--- src/rtl/memory_responder_pkg.sv ---
// Shared types and constants for the memory responder: word type, I/O map offsets
// and the responder state encoding.
package memory_responder_pkg;

    localparam int unsigned WordWidth = 16;
    typedef logic [WordWidth-1:0] word_t;

    localparam word_t IoBaseDefault = 16'hFFF0;

    // Word offsets within the I/O window
    localparam word_t IoOffsetLed     = 16'd0;
    localparam word_t IoOffsetSwitch  = 16'd1;
    localparam word_t IoOffsetCounter = 16'd2;

    typedef enum logic [1:0] {
        StIdle               = 2'd0,
        StRespondData        = 2'd1,
        StRespondInstruction = 2'd2
    } state_e;

endpackage

--- src/rtl/memory_responder_if.sv ---
// CPU-side bus of the memory responder: instruction-fetch port and data port.
interface memory_responder_if;
    import memory_responder_pkg::*;

    logic  instruction_request;
    word_t instruction_address;
    word_t instruction_read_data;
    logic  instruction_valid;

    logic  data_request;
    logic  data_write_enable;
    word_t data_address;
    word_t data_write_data;
    word_t data_read_data;
    logic  data_valid;

    modport master (
        output instruction_request, instruction_address,
        output data_request, data_write_enable, data_address, data_write_data,
        input  instruction_read_data, instruction_valid,
        input  data_read_data, data_valid
    );

    modport slave (
        input  instruction_request, instruction_address,
        input  data_request, data_write_enable, data_address, data_write_data,
        output instruction_read_data, instruction_valid,
        output data_read_data, data_valid
    );

endinterface

--- src/rtl/memory_responder_io_registers.sv ---
// Memory-mapped I/O registers: LED register, free-running cycle counter and the
// I/O read mux. Offsets are relative to the start of the I/O window.
module memory_responder_io_registers
    import memory_responder_pkg::*;
(
    input  logic  clk_i,
    input  logic  rst_i,
    input  logic  write_i,
    input  word_t offset_i,
    input  word_t wdata_i,
    input  word_t switches_i,
    output word_t leds_o,
    output word_t rdata_o
);

    word_t leds_q, leds_d;
    word_t counter_q, counter_d;

    always_comb begin
        leds_d    = leds_q;
        counter_d = counter_q + 16'd1;
        if (write_i) begin
            if (offset_i == IoOffsetLed) begin
                leds_d = wdata_i;
            end
            // A clearing write overrides this cycle's increment
            if (offset_i == IoOffsetCounter) begin
                counter_d = '0;
            end
        end
    end

    // Counter reads return the value it takes at the accept edge
    always_comb begin
        case (offset_i)
            IoOffsetLed:     rdata_o = leds_q;
            IoOffsetSwitch:  rdata_o = switches_i;
            IoOffsetCounter: rdata_o = counter_d;
            default:         rdata_o = '0;
        endcase
    end

    always_ff @(posedge clk_i or posedge rst_i) begin
        if (rst_i) begin
            leds_q    <= '0;
            counter_q <= '0;
        end else begin
            leds_q    <= leds_d;
            counter_q <= counter_d;
        end
    end

    assign leds_o = leds_q;

endmodule

--- src/rtl/memory_responder.sv ---
// Memory responder: arbitrates the CPU fetch and data ports onto one single-port
// synchronous RAM and decodes an I/O window at the top of the address map.
module memory_responder
    import memory_responder_pkg::*;
#(
    parameter int unsigned ADDRESS_WIDTH = 14,
    parameter word_t       IO_BASE       = IoBaseDefault
) (
    input  logic                     clock,
    input  logic                     reset,
    memory_responder_if.slave        bus,
    output logic [ADDRESS_WIDTH-1:0] ram_address,
    output logic                     ram_write_enable,
    output word_t                    ram_write_data,
    input  word_t                    ram_read_data,
    input  word_t                    switches,
    output word_t                    leds
);

    localparam int unsigned RamWords = 1 << ADDRESS_WIDTH;

    state_e state_q, state_d;
    logic   data_valid_q, data_valid_d;
    logic   instr_valid_q, instr_valid_d;
    logic   from_ram_q, from_ram_d;
    word_t  resp_q, resp_d;
    word_t  data_hold_q, data_hold_d;
    word_t  instr_hold_q, instr_hold_d;

    logic   idle, accept_data, accept_instr;
    logic   is_io, is_ram, io_write;
    word_t  acc_addr, io_offset, io_rdata;
    word_t  data_rsp, instr_rsp;

    always_comb begin
        idle         = (state_q == StIdle);
        accept_data  = idle && bus.data_request;
        accept_instr = idle && !bus.data_request && bus.instruction_request;
        acc_addr     = bus.data_request ? bus.data_address : bus.instruction_address;
        is_io        = (acc_addr >= IO_BASE);
        is_ram       = !is_io && (32'(acc_addr) < RamWords);
        io_offset    = acc_addr - IO_BASE;
        io_write     = accept_data && bus.data_write_enable && is_io;
    end

    assign ram_address      = acc_addr[ADDRESS_WIDTH-1:0];
    assign ram_write_enable = !reset && accept_data && bus.data_write_enable && is_ram;
    assign ram_write_data   = bus.data_write_data;

    // RAM data only exists during the respond cycle; everything else comes from resp_q
    always_comb begin
        data_rsp  = data_hold_q;
        instr_rsp = instr_hold_q;
        if (state_q == StRespondData) begin
            data_rsp = from_ram_q ? ram_read_data : resp_q;
        end
        if (state_q == StRespondInstruction) begin
            instr_rsp = from_ram_q ? ram_read_data : resp_q;
        end
    end

    always_comb begin
        state_d       = state_q;
        data_valid_d  = 1'b0;
        instr_valid_d = 1'b0;
        from_ram_d    = from_ram_q;
        resp_d        = resp_q;
        data_hold_d   = data_hold_q;
        instr_hold_d  = instr_hold_q;
        unique case (state_q)
            StIdle: begin
                if (accept_data) begin
                    state_d      = StRespondData;
                    data_valid_d = 1'b1;
                    from_ram_d   = is_ram && !bus.data_write_enable;
                    // Writes leave the visible load data unchanged
                    if (bus.data_write_enable) begin
                        resp_d = data_hold_q;
                    end else if (is_io) begin
                        resp_d = io_rdata;
                    end else begin
                        resp_d = '0;
                    end
                end else if (accept_instr) begin
                    state_d       = StRespondInstruction;
                    instr_valid_d = 1'b1;
                    from_ram_d    = is_ram;
                    resp_d        = '0;
                end
            end
            StRespondData: begin
                state_d     = StIdle;
                data_hold_d = data_rsp;
            end
            StRespondInstruction: begin
                state_d      = StIdle;
                instr_hold_d = instr_rsp;
            end
            default: state_d = StIdle;
        endcase
    end

    always_ff @(posedge clock or posedge reset) begin
        if (reset) begin
            state_q       <= StIdle;
            data_valid_q  <= 1'b0;
            instr_valid_q <= 1'b0;
            from_ram_q    <= 1'b0;
            resp_q        <= '0;
            data_hold_q   <= '0;
            instr_hold_q  <= '0;
        end else begin
            state_q       <= state_d;
            data_valid_q  <= data_valid_d;
            instr_valid_q <= instr_valid_d;
            from_ram_q    <= from_ram_d;
            resp_q        <= resp_d;
            data_hold_q   <= data_hold_d;
            instr_hold_q  <= instr_hold_d;
        end
    end

    assign bus.data_valid            = data_valid_q;
    assign bus.instruction_valid     = instr_valid_q;
    assign bus.data_read_data        = data_rsp;
    assign bus.instruction_read_data = instr_rsp;

    memory_responder_io_registers u_io_registers (
        .clk_i      (clock),
        .rst_i      (reset),
        .write_i    (io_write),
        .offset_i   (io_offset),
        .wdata_i    (bus.data_write_data),
        .switches_i (switches),
        .leds_o     (leds),
        .rdata_o    (io_rdata)
    );

endmodule
--- src/flat_wrapper.sv ---
// flat-port wrapper written by rule: the top's interface ports become plain ports
module memory_responder_flat import memory_responder_pkg::*;
#(
    parameter int unsigned ADDRESS_WIDTH = 14,
    parameter word_t       IO_BASE       = IoBaseDefault
)
  (clock, reset, ram_address, ram_write_enable, ram_write_data, ram_read_data, switches, leds, bus_instruction_request, bus_instruction_address, bus_data_request, bus_data_write_enable, bus_data_address, bus_data_write_data, bus_instruction_read_data, bus_instruction_valid, bus_data_read_data, bus_data_valid);
  memory_responder_if bus_i ();
  input  logic clock;
  input  logic reset;
  output logic [ADDRESS_WIDTH-1:0] ram_address;
  output logic ram_write_enable;
  output word_t ram_write_data;
  input  word_t ram_read_data;
  input  word_t switches;
  output word_t leds;
  input wire logic [$bits(bus_i.instruction_request)-1:0] bus_instruction_request;
  input wire logic [$bits(bus_i.instruction_address)-1:0] bus_instruction_address;
  input wire logic [$bits(bus_i.data_request)-1:0] bus_data_request;
  input wire logic [$bits(bus_i.data_write_enable)-1:0] bus_data_write_enable;
  input wire logic [$bits(bus_i.data_address)-1:0] bus_data_address;
  input wire logic [$bits(bus_i.data_write_data)-1:0] bus_data_write_data;
  output wire logic [$bits(bus_i.instruction_read_data)-1:0] bus_instruction_read_data;
  output wire logic [$bits(bus_i.instruction_valid)-1:0] bus_instruction_valid;
  output wire logic [$bits(bus_i.data_read_data)-1:0] bus_data_read_data;
  output wire logic [$bits(bus_i.data_valid)-1:0] bus_data_valid;
  assign bus_i.instruction_request = bus_instruction_request;
  assign bus_i.instruction_address = bus_instruction_address;
  assign bus_i.data_request = bus_data_request;
  assign bus_i.data_write_enable = bus_data_write_enable;
  assign bus_i.data_address = bus_data_address;
  assign bus_i.data_write_data = bus_data_write_data;
  assign bus_instruction_read_data = bus_i.instruction_read_data;
  assign bus_instruction_valid = bus_i.instruction_valid;
  assign bus_data_read_data = bus_i.data_read_data;
  assign bus_data_valid = bus_i.data_valid;
  memory_responder #(.ADDRESS_WIDTH(ADDRESS_WIDTH), .IO_BASE(IO_BASE)) u_core (.clock(clock), .reset(reset), .bus(bus_i), .ram_address(ram_address), .ram_write_enable(ram_write_enable), .ram_write_data(ram_write_data), .ram_read_data(ram_read_data), .switches(switches), .leds(leds));
endmodule
--- config.mk ---
export PLATFORM = sky130hd
export DESIGN_NAME = memory_responder_flat
export DESIGN_NICKNAME = d
export VERILOG_FILES = /design/src/rtl/memory_responder_pkg.sv /design/src/rtl/memory_responder_if.sv /design/src/rtl/memory_responder_io_registers.sv /design/src/rtl/memory_responder.sv /design/src/flat_wrapper.sv
export SDC_FILE = /design/constraint.sdc
export NUM_CORES = 1
export LEC_CHECK = 0
export ABC_AREA = 1
export BUFFER_PORTS_ARGS = -buffer_cell sky130_fd_sc_hd__buf_4
export CAP_MARGIN = 20
export CORE_ASPECT_RATIO = 0.7
export CORE_MARGIN = 2
export CORE_UTILIZATION = 48
export CTS_BUF_LIST = sky130_fd_sc_hd__clkbuf_4 sky130_fd_sc_hd__clkbuf_8
export DETAILED_ROUTE_END_ITERATION = 16
export PLACE_DENSITY = 0.76
export SYNTH_ARGS = -nofsm -noshare
export SYNTH_HDL_FRONTEND = slang
export SYNTH_HIERARCHICAL = 1
export SYNTH_SLANG_ARGS = --single-unit
--- constraint.sdc ---
create_clock -name clock -period 2.1 [get_ports clock]
set_input_delay 0.42 -clock clock [delete_from_list [all_inputs] [get_ports clock]]
set_output_delay 0.42 -clock clock [all_outputs]
set_load 0.02 [all_outputs]
==> results.md, run 1 <==
* Status: complete, but fails checks
* Violated checks: setup timing
* # DRC at 0
* Core area at 11200 um2
* Critical path class: in -> reg
* Global-route wire length before repair at 27300 um
* Syn Nets at 860
* Layout cells sized above 1 at 44.6%
* CTS Buffer Depth at 2
* R2R depth at 10
* Worst setup EP type: flip-flop
* Placer Congestion at 0.948
* Vias at 6151
* Hold-fix buffers, CTS at 0
* Die area at 12500 um2
* Total track usage at 27.5%
* Commonest non-fill, non-tap cell in the layout: buf_4
* TritonCTS clock tree: done
* Nets at 1090
* Fillers at 780
* Leading cell types in the layout, fill and taps excluded: buf_4, nand2_1, inv_1
* FP Rows at 32
* Chip Height at 94.1 um
* Placed Instances at 1099
* Syn Std Cell Area at 5570 um2
* Post-Place Setup Slack at -749 ps
* Syn-to-layout area delta at 55.9%
* Seq cells post-synth at 85
* Hold Crit Class: in -> async
* Top fanout value on the critical path at 5
* Final setup margin at -328 ps
* Reg-to-Reg End: u_core/resp_q[8]
* YS warnings at 6
* Worst Tran Pin Value at 600 ps
* Max_slew headroom at 59.9%
* IO Port Bufs at 165
* Antenna cell count at 0
* Initial antenna violation count at 0
* Max Cap Violations at 0
* Clock Sinks at 85
* WP data arrival at 2730 ps
* Total grt overflow at 0
* Worst skew pair latency at 370 ps
* Minimum clock period at 2430 ps
* Vias in the first global route at 5500
* TritonCTS Buffers at 9
* Max VDD drop at 0.437 mV
* Worst EP required at 2400 ps
* Placed inst area at 7280 um2
* DR WL/cell at 16.8 um
* Netlist cell types at 37
* Sequential element share of the synthesized area at 38.2%
* DR pass1 iterations at 5
* Largest net degree at the start of global routing at 49
* Hpwl dp at 11600 um
* Setup_tns at -11650 ps
* Post-route insts no fill at 1159
* Slew Limit Fails at 0
* # setup viols final at 64
* Clk slew on worst S/H paths at 90 ps
* Final Skew at 14.3 ps
* Drt total wl at 19500 um
* Die X at 133 um
* Mean Syn Cell Area at 7.20 um2
* Final period util at 116%
* Hold Vio Cnt, Final at 0
* R2R Path Start: u_core/u_io_registers/counter_q[0]
* LEAKAGE at 4.49 nW
* CTS Root Buffer Type: clkbuf_8
* Final instance area at 8680 um2
* Cells after synthesis at 773
* Via/cell ratio at 5.31
* DRT iter0 DRCs at 541
* IO Pins at 166
* Crit start category: input port
* Pwr/cell area at 590 nW/um2
* Max Clk Rate at 0.412 GHz
* H-tree depth at 3
* RSZ-0062 raised after global routing: yes
* Worst R2R Setup Slack at 130 ps
* Antenna viol nets, final at 0
* Initial Util at 49.8%
==> synth_stat cells, drive strengths merged <==
| cell type | n | share of area [%] |
|---|---|---|
| a21oi | 3 | 0.27 |
| and2 | 1 | 0.11 |
| buf | 37 | 5.0 |
| clkbuf | 11 | 0.74 |
| clkinv | 3 | 0.22 |
| dfrtp | 85 | 38 |
| ha | 2 | 0.45 |
| inv | 130 | 8.8 |
| mux2 | 32 | 6.5 |
| mux2i | 1 | 0.18 |
| nand2 | 206 | 14 |
| nand3 | 45 | 4.1 |
| nand3b | 5 | 0.90 |
| nand4 | 28 | 3.3 |
| nor2 | 96 | 7.1 |
| nor3 | 5 | 0.65 |
| o21ai | 54 | 5.2 |
| o21bai | 1 | 0.13 |
| o22ai | 16 | 1.8 |
| or2 | 1 | 0.11 |
| xnor2 | 4 | 0.63 |
| xor2 | 7 | 1.1 |
==> per-layer routing <==
metal | GRT usage, % | part of all wire (%)
met5 | 0 | 0
met4 | 5.91 | 1.8
met3 | 5.39 | 10
met2 | 44.7 | 45
met1 | 38.3 | 43
==> kinds of logic (layout without fill, tap and decap cells) <==
| logic type | after synthesis | after routing | synth area share [%] |
|---|---|---|---|
| mux | 33 | 33 | 6.65 |
| flops | 85 | 85 | 38.2 |
| simple gates | 387 | 390 | 30.8 |
| xor+xnor | 11 | 11 | 1.73 |
| compound gates | 74 | 74 | 7.40 |
| fa+ha+maj | 2 | 2 | 0.450 |
| buf+inv | 181 | 411 | 14.7 |
==> final cells by class <==
type	count	area [um2]	share of cell area (%)
clock buffers	10	131	1.51
clock inverters	4	73.8	0.851
inverters	133	529	6.10
multi-input cells	510	3230	37.2
flip-flops and latches	85	2130	24.5
well taps	153	191	2.21
repair buffers	262	2380	27.4
repair inverters	2	13.8	0.159
==> power breakdown <==
part / switching, mW / total (mW) / internal (mW)
clock: 0.593 / 1.27 / 0.673
sequential: 0.0854 / 1.90 / 1.82
combinational: 1.02 / 1.95 / 0.940
==> worst max-delay path, stage by stage <==
cell and delay [ps]:
buf_12 120, nand2_4 60, o21ai_4 60, inv_4 60, ha_4 130, inv_2 40
nor2_4 90, nand2_2 80, nor2_4 100, nand2_2 70, xor2_1 140, nor2_1 140
nand2_1 100, nor2_4 150, buf_8 170, nand4_4 160, nor2_2 120, nor2_1 50
nand2_1 70, inv_1 50, nor2_1 140, nand4_1 110, nand2_1 80
==> registers in the layout, indices dropped and copies added, names as in the netlist <==
name and flops:
u_core/bus.instruction_valid 1, u_core/resp_q 16, u_core/from_ram_q 1, u_core/u_io_registers/leds_o 16, u_core/u_io_registers/counter_q 16, u_core/state_q 2
u_core/bus.data_valid 1, u_core/instr_hold_q 16, u_core/data_hold_q 16
==> per-stage QoR <==
| step | util (%) | power [mW] | hold slack, ps |
|---|---|---|---|
| 2_1_floorplan | - | 2.79 | 446 |
| 3_3_place_gp | 65.2 | 3.38 | 466 |
| 3_5_place_dp | 65.2 | 3.40 | 468 |
| 4_1_cts | 71.5 | 4.71 | 156 |
| 5_1_grt | 77.7 | 5.33 | 197 |
| 6_report | 77.7 | 5.12 | 160 |
==> worst max-delay path by stage <==
stage                           from           endpoint  slack [ps]  cells past startpoint
floorplan           bus_data_request  u_core/resp_q[12]        -570                     23
global placement    bus_data_request   u_core/resp_q[8]        -690                     21
detailed placement  bus_data_request  u_core/resp_q[10]        -750                     22
CTS                 bus_data_request   u_core/resp_q[7]        -240                     24
global route        bus_data_request  u_core/resp_q[11]        -510                     23
finish              bus_data_request  u_core/resp_q[11]        -330                     23
==> what timing repair did <==
item	4_1_cts	5_1_grt
buffers inserted	13	18
pin swaps	41	42
gates resized for setup	70	144
endpoints found under the hold margin	0	0
setup endpoints to repair	72	81
cloned	8	8
No activity file was read; power rests on OpenSTA's default activity.
==> run 2, diff against run 1 <==
- SETUP_SLACK_MARGIN: default -> 0.1
==> run 2 against run 1 <==
Effect of this change: the flow still finishes with violations (setup timing); largest cell class unchanged; clock-buffer cell count unchanged; via count increased by 4.4%; critical endpoint is now u_core/resp_q[8]; hold slack improved by 11 ps.
==> results.md, run 2 (synthesis results as in run 1) <==
* Origin of the worst setup path: bus_data_request (unchanged)
* Drt total wl at 21300 um (was 19500 um)
* Violated checks: setup timing (unchanged)
* Nets at 1092 (was 1090)
* Antenna cell count at 0 (unchanged)
* CP dominant cell by count: nand2_1
* LEAKAGE at 4.71 nW (was 4.49 nW)
* Cell Chain, Critical Path: buf_12, inv_8, buf_6, nand2_1, nand2_2, nand2_2, nor2_1, nand3_1, xor2_1, nor2_1, nand2_1, nor2_4, nand2_4, nor2_4, buf_12, nand4_1, nand2_1, inv_1, nor2_1, nand4_1, nand2_1 (was buf_12, nand2_4, o21ai_4, inv_4, ha_4, inv_2, nor2_4, nand2_2, nor2_4, nand2_2, xor2_1, nor2_1, nand2_1, nor2_4, buf_8, nand4_4, nor2_2, nor2_1, nand2_1, inv_1, nor2_1, nand4_1, nand2_1)
* Critical path class: in -> reg (unchanged)
* Max Cap Violations at 0 (unchanged)
* Global-route wire length before repair at 32300 um (was 27300 um)
* Worst Tran Pin Value at 640 ps (was 600 ps)
* Fillers at 692 (was 780)
* CP bufs+invs at 5 (unchanged)
* DR pass1 iterations at 5 (unchanged)
* IO Port Bufs at 165 (unchanged)
* Max Clk Rate at 0.400 GHz (was 0.412 GHz)
* H-tree depth at 3 (unchanged)
* R2R depth at 15 (was 10)
* CTS Buffer Depth at 2 (unchanged)
* Final Skew at 13.2 ps (was 14.3 ps)
* Clk slew on worst S/H paths at 90 ps (about the same)
* Hold-fix buffers, CTS at 0 (unchanged)
* Leading cell types in the layout, fill and taps excluded: buf_4, nand2_1, inv_1 (unchanged)
* CTS Root Buffer Type: clkbuf_8 (unchanged)
* Die X at 133 um (unchanged)
* RSZ-0062 raised after global routing: yes (unchanged)
* Final period util at 119% (was 116%)
* Clock Sinks at 85 (unchanged)
* Top fanout value on the critical path at 8 (was 5)
* R2R Path Start: u_core/state_q[0] (was u_core/u_io_registers/counter_q[0])
* Chip Height at 94.1 um (unchanged)
* Worst skew pair latency at 370 ps (about the same)
* Hold Vio Cnt, Final at 0 (unchanged)
* Slowest library cell on the worst path: nor2_4 (was buf_8)
* Total grt overflow at 0 (unchanged)
* Post-Place Setup Slack at -749 ps (unchanged)
* Slew Limit Fails at 0 (unchanged)
* Final setup margin at -403 ps (was -328 ps)
* DRT iter0 DRCs at 780 (was 541)
* Antenna viol nets, final at 0 (unchanged)
* Core area at 11200 um2 (unchanged)
* Initial Util at 49.8% (unchanged)
* Power Total at 5.38 mW (was 5.12 mW)
* Worst setup EP type: flip-flop (unchanged)
* Multi-input logic area at 3480 um2 (was 3230 um2)
* Die area at 12500 um2 (unchanged)
* Hpwl dp at 11600 um (unchanged)
* Worst EP required at 2410 ps (was 2400 ps)
* Pwr/cell area at 593 nW/um2 (was 590 nW/um2)
* WP data arrival at 2810 ps (was 2730 ps)
* Placed inst area at 7280 um2 (unchanged)
* TritonCTS Buffers at 9 (unchanged)
* Status: complete, but fails checks (unchanged)
* Final instance area at 9080 um2 (was 8680 um2)
* Minimum clock period at 2500 ps (was 2430 ps)
* CP peak stage delay at 170 ps (about the same)
* Total track usage at 33.4% (was 27.5%)
* Largest net degree at the start of global routing at 33 (was 49)
* # DRC at 0 (unchanged)
* Reg-to-Reg End: u_core/resp_q[8] (unchanged)
* Max VDD drop at 0.431 mV (was 0.437 mV)
* IO Pins at 166 (unchanged)
* Initial antenna violation count at 0 (unchanged)
* TritonCTS clock tree: done (unchanged)
* Vias at 6420 (was 6151)
* Crit start category: input port (unchanged)
* FF+latch area at 2130 um2 (about the same)
* DR WL/cell at 18.3 um (was 16.8 um)
* Worst R2R Setup Slack at -120 ps (was 130 ps)
* Via/cell ratio at 5.53 (was 5.31)
* Commonest non-fill, non-tap cell in the layout: buf_4 (unchanged)
* Vias in the first global route at 6218 (was 5500)
* Syn-to-layout area delta at 63.1% (was 55.9%)
* Placer Congestion at 0.948 (unchanged)
* Hold Crit Class: in -> async (unchanged)
* Max_slew headroom at 57.2% (was 59.9%)
* Critical path's top delay family: simple AND/OR/NAND/NOR gates (unchanged)
* Layout cells sized above 1 at 47.8% (was 44.6%)
* Number of cells on the critical path at 21 (was 23)
* Final hold slack at 171 ps (was 160 ps)
* FP Rows at 32 (unchanged)
* # setup viols final at 71 (was 64)
[run 2: changes by cell type in the layout (fill, tap and decap cells not counted), sizes merged]
cell    delta
buf        +6
bufbuf     +1
clkbuf     -5
[run 2: per-layer routing]
layer | share of wire (%) | GRT usage, %
met1 | 40 | 43.8
met2 | 46 | 54.4
met3 | 10 | 7.34
met4 | 4.0 | 12.5
met5 | 0 | 0
[run 2: what timing repair did]
action | in CTS | in global routing
gates cloned | 15 | 0
gates resized for setup | 203 | 87
pin swaps | 52 | 45
setup endpoints to repair | 80 | 81
setup buffers | 22 | 13
[run 2: area by class of cell]
class | instances | share of cell area, %
Multi-Input combinational cell | 510 | 38.3
Tap cell | 153 | 2.11
Clock inverter | 4 | 0.813
Timing Repair Buffer | 264 | 27.9
Sequential cell | 85 | 23.4
Clock buffer | 10 | 1.45
Timing Repair inverter | 2 | 0.152
Inverter | 133 | 5.86
[run 2: report_power, final]
group	leakage, nW	internal, mW	switching, mW
clock	0.106	0.673	0.606
combinational	3.47	1.06	1.14
sequential	1.13	1.81	0.0891
[run 2: how the worst max path moves through the flow]
| stage | end | slack, ps |
|---|---|---|
| final | u_core/resp_q[8] | -400 |
| after global routing | u_core/resp_q[12] | -500 |
| after CTS | u_core/resp_q[7] | -240 |
| after detailed placement | u_core/resp_q[10] | -750 |
| after global placement | u_core/resp_q[8] | -690 |
| after floorplan | u_core/resp_q[12] | -570 |
[run 2: through the flow]
| step | instances | TNS, ps | utilization, % |
|---|---|---|---|
| floorplan | 773 | -18660 | - |
| global placement | 1099 | -27120 | 65.2 |
| detailed placement | 1099 | -29400 | 65.2 |
| CTS | 1150 | -7600 | 77.7 |
| global route | 1161 | -20890 | 81.3 |
| finish | 1161 | -13440 | 81.3 |
==> run 3, diff against run 2 <==
- ABC_AREA: 1 -> default
- CORE_UTILIZATION: 48 -> 47
- GPL_TIMING_DRIVEN: default -> 0
==> run 3 against run 2 <==
Effect of this change: hold slack got worse by 100 ps; the flow still finishes with violations (setup timing); largest cell class unchanged; maximum frequency fell by 26%; sequential share of layout area rose by 3.3 points; sequential power rose by 4%; clock skew fell by 1.2 ps; critical path depth did not move; register-to-register slack got worse by 250 ps.
==> results.md, run 3 <==
* Seq cells post-synth at 85 (unchanged)
* Clk pwr share at 26.4% (was 23.7%)
* Via/cell ratio at 5.58 (was 5.53)
* Die X at 126 um (was 133 um)
* # setup viols final at 82 (was 71)
* Part of the power in registers at 38.4% (was 35.4%)
* NetSw at 1.70 mW (was 1.84 mW)
* CTS Buffer Depth at 2 (unchanged)
* Syn Std Cell Area at 4890 um2 (was 5570 um2)
* IO Pins at 166 (unchanged)
* Clock Sinks at 85 (unchanged)
* TritonCTS clock tree: done (unchanged)
* Max VDD drop at 0.327 mV (was 0.431 mV)
* Vias at 4806 (was 6420)
* Antenna cell count at 0 (unchanged)
* WP data arrival at 3670 ps (was 2810 ps)
* Core area at 10200 um2 (was 11200 um2)
* Leading cell types in the layout, fill and taps excluded: buf_4, dfrtp_1, buf_6 (was buf_4, nand2_1, inv_1)
* Top fanout value on the critical path at 5 (was 8)
* Post-synth EDFFs at 0 (unchanged)
* Drt total wl at 15700 um (was 21300 um)
* Most frequent cells after synthesis: dfrtp_1, o21ai_0, nand2_1, buf_4, nor2_1 (was nand2_1, inv_1, nor2_1, dfrtp_1, o21ai_0)
* # DRC at 0 (unchanged)
* CTS Root Buffer Type: clkbuf_8 (unchanged)
* Synth Flop Type: dfrtp_1 (unchanged)
* Worst skew pair latency at 370 ps (about the same)
* Post-Place Setup Slack at -2050 ps (was -749 ps)
* Crit start category: input port (unchanged)
* Cells after synthesis at 484 (was 773)
* Initial antenna violation count at 0 (unchanged)
* Vias in the first global route at 4625 (was 6218)
* Commonest non-fill, non-tap cell in the layout: buf_4 (unchanged)
* Clk slew on worst S/H paths at 90 ps (about the same)
* Largest net degree at the start of global routing at 39 (was 33)
* Async S/R FF share, synth at 100% (unchanged)
* Worst Tran Pin Value at 840 ps (was 640 ps)
* YS warnings at 6 (unchanged)
* Initial Util at 47.7% (was 49.8%)
* Placed inst area at 6430 um2 (was 7280 um2)
* Placer Congestion at 0.883 (was 0.948)
* Syn Nets at 571 (was 860)
* Final Skew at 11.9 ps (was 13.2 ps)
* Fillers at 660 (was 692)
* Max_slew headroom at 43.2% (was 57.2%)
* Status: complete, but fails checks (unchanged)
* Area leader, netlist: dfrtp_1 (unchanged)
* Global-route wire length before repair at 22800 um (was 32300 um)
* Final period util at 161% (was 119%)
* Hold Crit Class: in -> async (unchanged)
* DR pass1 iterations at 4 (was 5)
* Chip Height at 89.3 um (was 94.1 um)
* Pint at 3.45 mW (was 3.55 mW)
* Total grt overflow at 0 (unchanged)
* Final hold slack at 69.2 ps (was 171 ps)
* FP Rows at 31 (was 32)
* Die area at 11200 um2 (was 12500 um2)
* LEAKAGE at 3.65 nW (was 4.71 nW)
* Power Total at 5.15 mW (was 5.38 mW)
* DR WL/cell at 18.2 um (was 18.3 um)
* Critical path class: in -> reg (unchanged)
* DRT iter0 DRCs at 265 (was 780)
* Final instance area at 7960 um2 (was 9080 um2)
* Worst EP required at 2400 ps (was 2410 ps)
* Nets at 812 (was 1092)
* IO Port Bufs at 165 (unchanged)
* Antenna viol nets, final at 0 (unchanged)
* Max Clk Rate at 0.296 GHz (was 0.400 GHz)
* RSZ-0062 raised after global routing: yes (unchanged)
* Minimum clock period at 3370 ps (was 2500 ps)
* Final setup margin at -1270 ps (was -403 ps)
* Synth top area share at 43.5% (was 38.2%)
* Synth area leaders: dfrtp_1, o21ai_0, mux2_2, buf_4, mux2i_1 (was dfrtp_1, nand2_1, inv_1, mux2_2, nor2_1)
* Gate power share at 35.2% (was 40.9%)
* Max Cap Violations at 0 (unchanged)
* Hold Vio Cnt, Final at 0 (unchanged)
* Netlist cell types at 51 (was 37)
* Top-count cell post-synth: dfrtp_1 (was nand2_1)
* Hpwl dp at 10600 um (was 11600 um)
* Violated checks: setup timing (unchanged)
* Mean Syn Cell Area at 10.1 um2 (was 7.20 um2)
* Slew Limit Fails at 0 (unchanged)
* Pwr/cell area at 647 nW/um2 (was 593 nW/um2)
* Syn-to-layout area delta at 63.0% (was 63.1%)
* Switching part of the total at 33.0% (was 34.1%)
* Total track usage at 25.7% (was 33.4%)
* Sequential element share of the synthesized area at 43.5% (was 38.2%)
* Hold-fix buffers, CTS at 0 (unchanged)
* Layout cells sized above 1 at 59.0% (was 47.8%)
* TritonCTS Buffers at 9 (unchanged)
* Worst setup EP type: flip-flop (unchanged)
* H-tree depth at 3 (unchanged)
run 3: cell count changes in the layout (fill, tap and decap cells not counted), sizes merged, moves of 16 or more:
| cell | change |
|---|---|
| a221o | +16 |
| a22oi | +17 |
| inv | -108 |
| mux2i | +18 |
| nand2 | -166 |
| nand3 | -39 |
| nand4 | -22 |
| nor2 | -71 |
| nor4 | +19 |
| o21ai | +29 |
run 3: power by group through the flow:
stage	Combinational [mW]	Clock, mW	Sequential (mW)
floorplan	0.779	0	1.93
global placement	1.32	0	1.95
detailed placement	1.37	0	1.96
CTS	1.43	1.37	1.93
global route	1.93	1.43	1.99
finish	1.81	1.36	1.98
run 3: worst paths after layout:
kind                            depth (start not counted)                                to                    start  slack (ps)
worst min-delay path                                    2             u_core/bus.data_valid                    reset          70
worst max register to register                         10                  u_core/resp_q[6]        u_core/state_q[0]        -370
max in group asynchronous                               3  u_core/u_io_registers/leds_o[15]                    reset        1310
worst min register to register                          2            u_core/instr_hold_q[3]   u_core/instr_hold_q[3]         500
worst max-delay path                                   21                  u_core/resp_q[3]         bus_data_request       -1270
min in group clock                                      2  u_core/u_io_registers/leds_o[11]  bus_data_write_data[11]         290
run 3: cells by family (layout without fill, tap and decap cells):
kind of cell / after synthesis / count (layout) / synth area share, %
compound gates: 121 / 121 / 15.2
buf+inv: 72 / 318 / 8.40
fa+ha+maj: 2 / 2 / 0.512
mux: 48 / 48 / 11.3
simple gates: 133 / 133 / 16.9
xor+xnor: 23 / 23 / 4.12
flops: 85 / 85 / 43.5
run 3: cell type report:
cell class	instances	area [um2]	area share [%]
Buffer	50	500	6.28
Clock buffer	11	151	1.90
Clock inverter	5	81.3	1.02
Inverter	22	82.6	1.04
Multi-Input combinational cell	327	2840	35.7
Sequential cell	85	2130	26.7
Tap cell	132	165	2.07
Timing Repair Buffer	230	2010	25.2
run 3: what timing repair did:
| item | CTS | global route |
|---|---|---|
| setup buffers | 32 | 31 |
| pin swaps | 19 | 11 |
| gates resized for setup | 55 | 186 |
| endpoints found under the setup margin | 84 | 84 |
| cloned | 2 | 1 |
run 3: critical path, stage by stage:
cell      delay [ps]
buf_8            100
buf_8            110
buf_8            110
buf_8            110
mux2_4           310
ha_4             170
o211ai_4          80
buf_6            130
nor3b_2           40
xnor2_1          140
or4_4            510
nor4_4           280
nor2b_1          170
buf_4            140
buf_12           100
buf_8            100
a22oi_2           70
o21ai_1           80
inv_1             70
nor4_2           260
a221o_1          160
run 3: per-stage QoR:
stage | utilization [%] | setup TNS, ps | std cells
2_1_floorplan | - | -57050 | 484
3_3_place_gp | 62.5 | -89040 | 781
3_5_place_dp | 62.8 | -80000 | 783
4_1_cts | 69.8 | -55620 | 832
5_1_grt | 77.8 | -70330 | 862
6_report | 77.8 | -63590 | 862
run 3: metal layers:
| layer | GRT usage [%] | up-vias | wire (um) |
|---|---|---|---|
| met1 | 34.6 | 2386 | 6750 |
| met4 | 4.70 | 0 | 110 |
| li1 | - | 2212 | - |
| met5 | 0 | - | 0 |
| met2 | 43.0 | 196 | 7720 |
| met3 | 7.00 | 12 | 1090 |
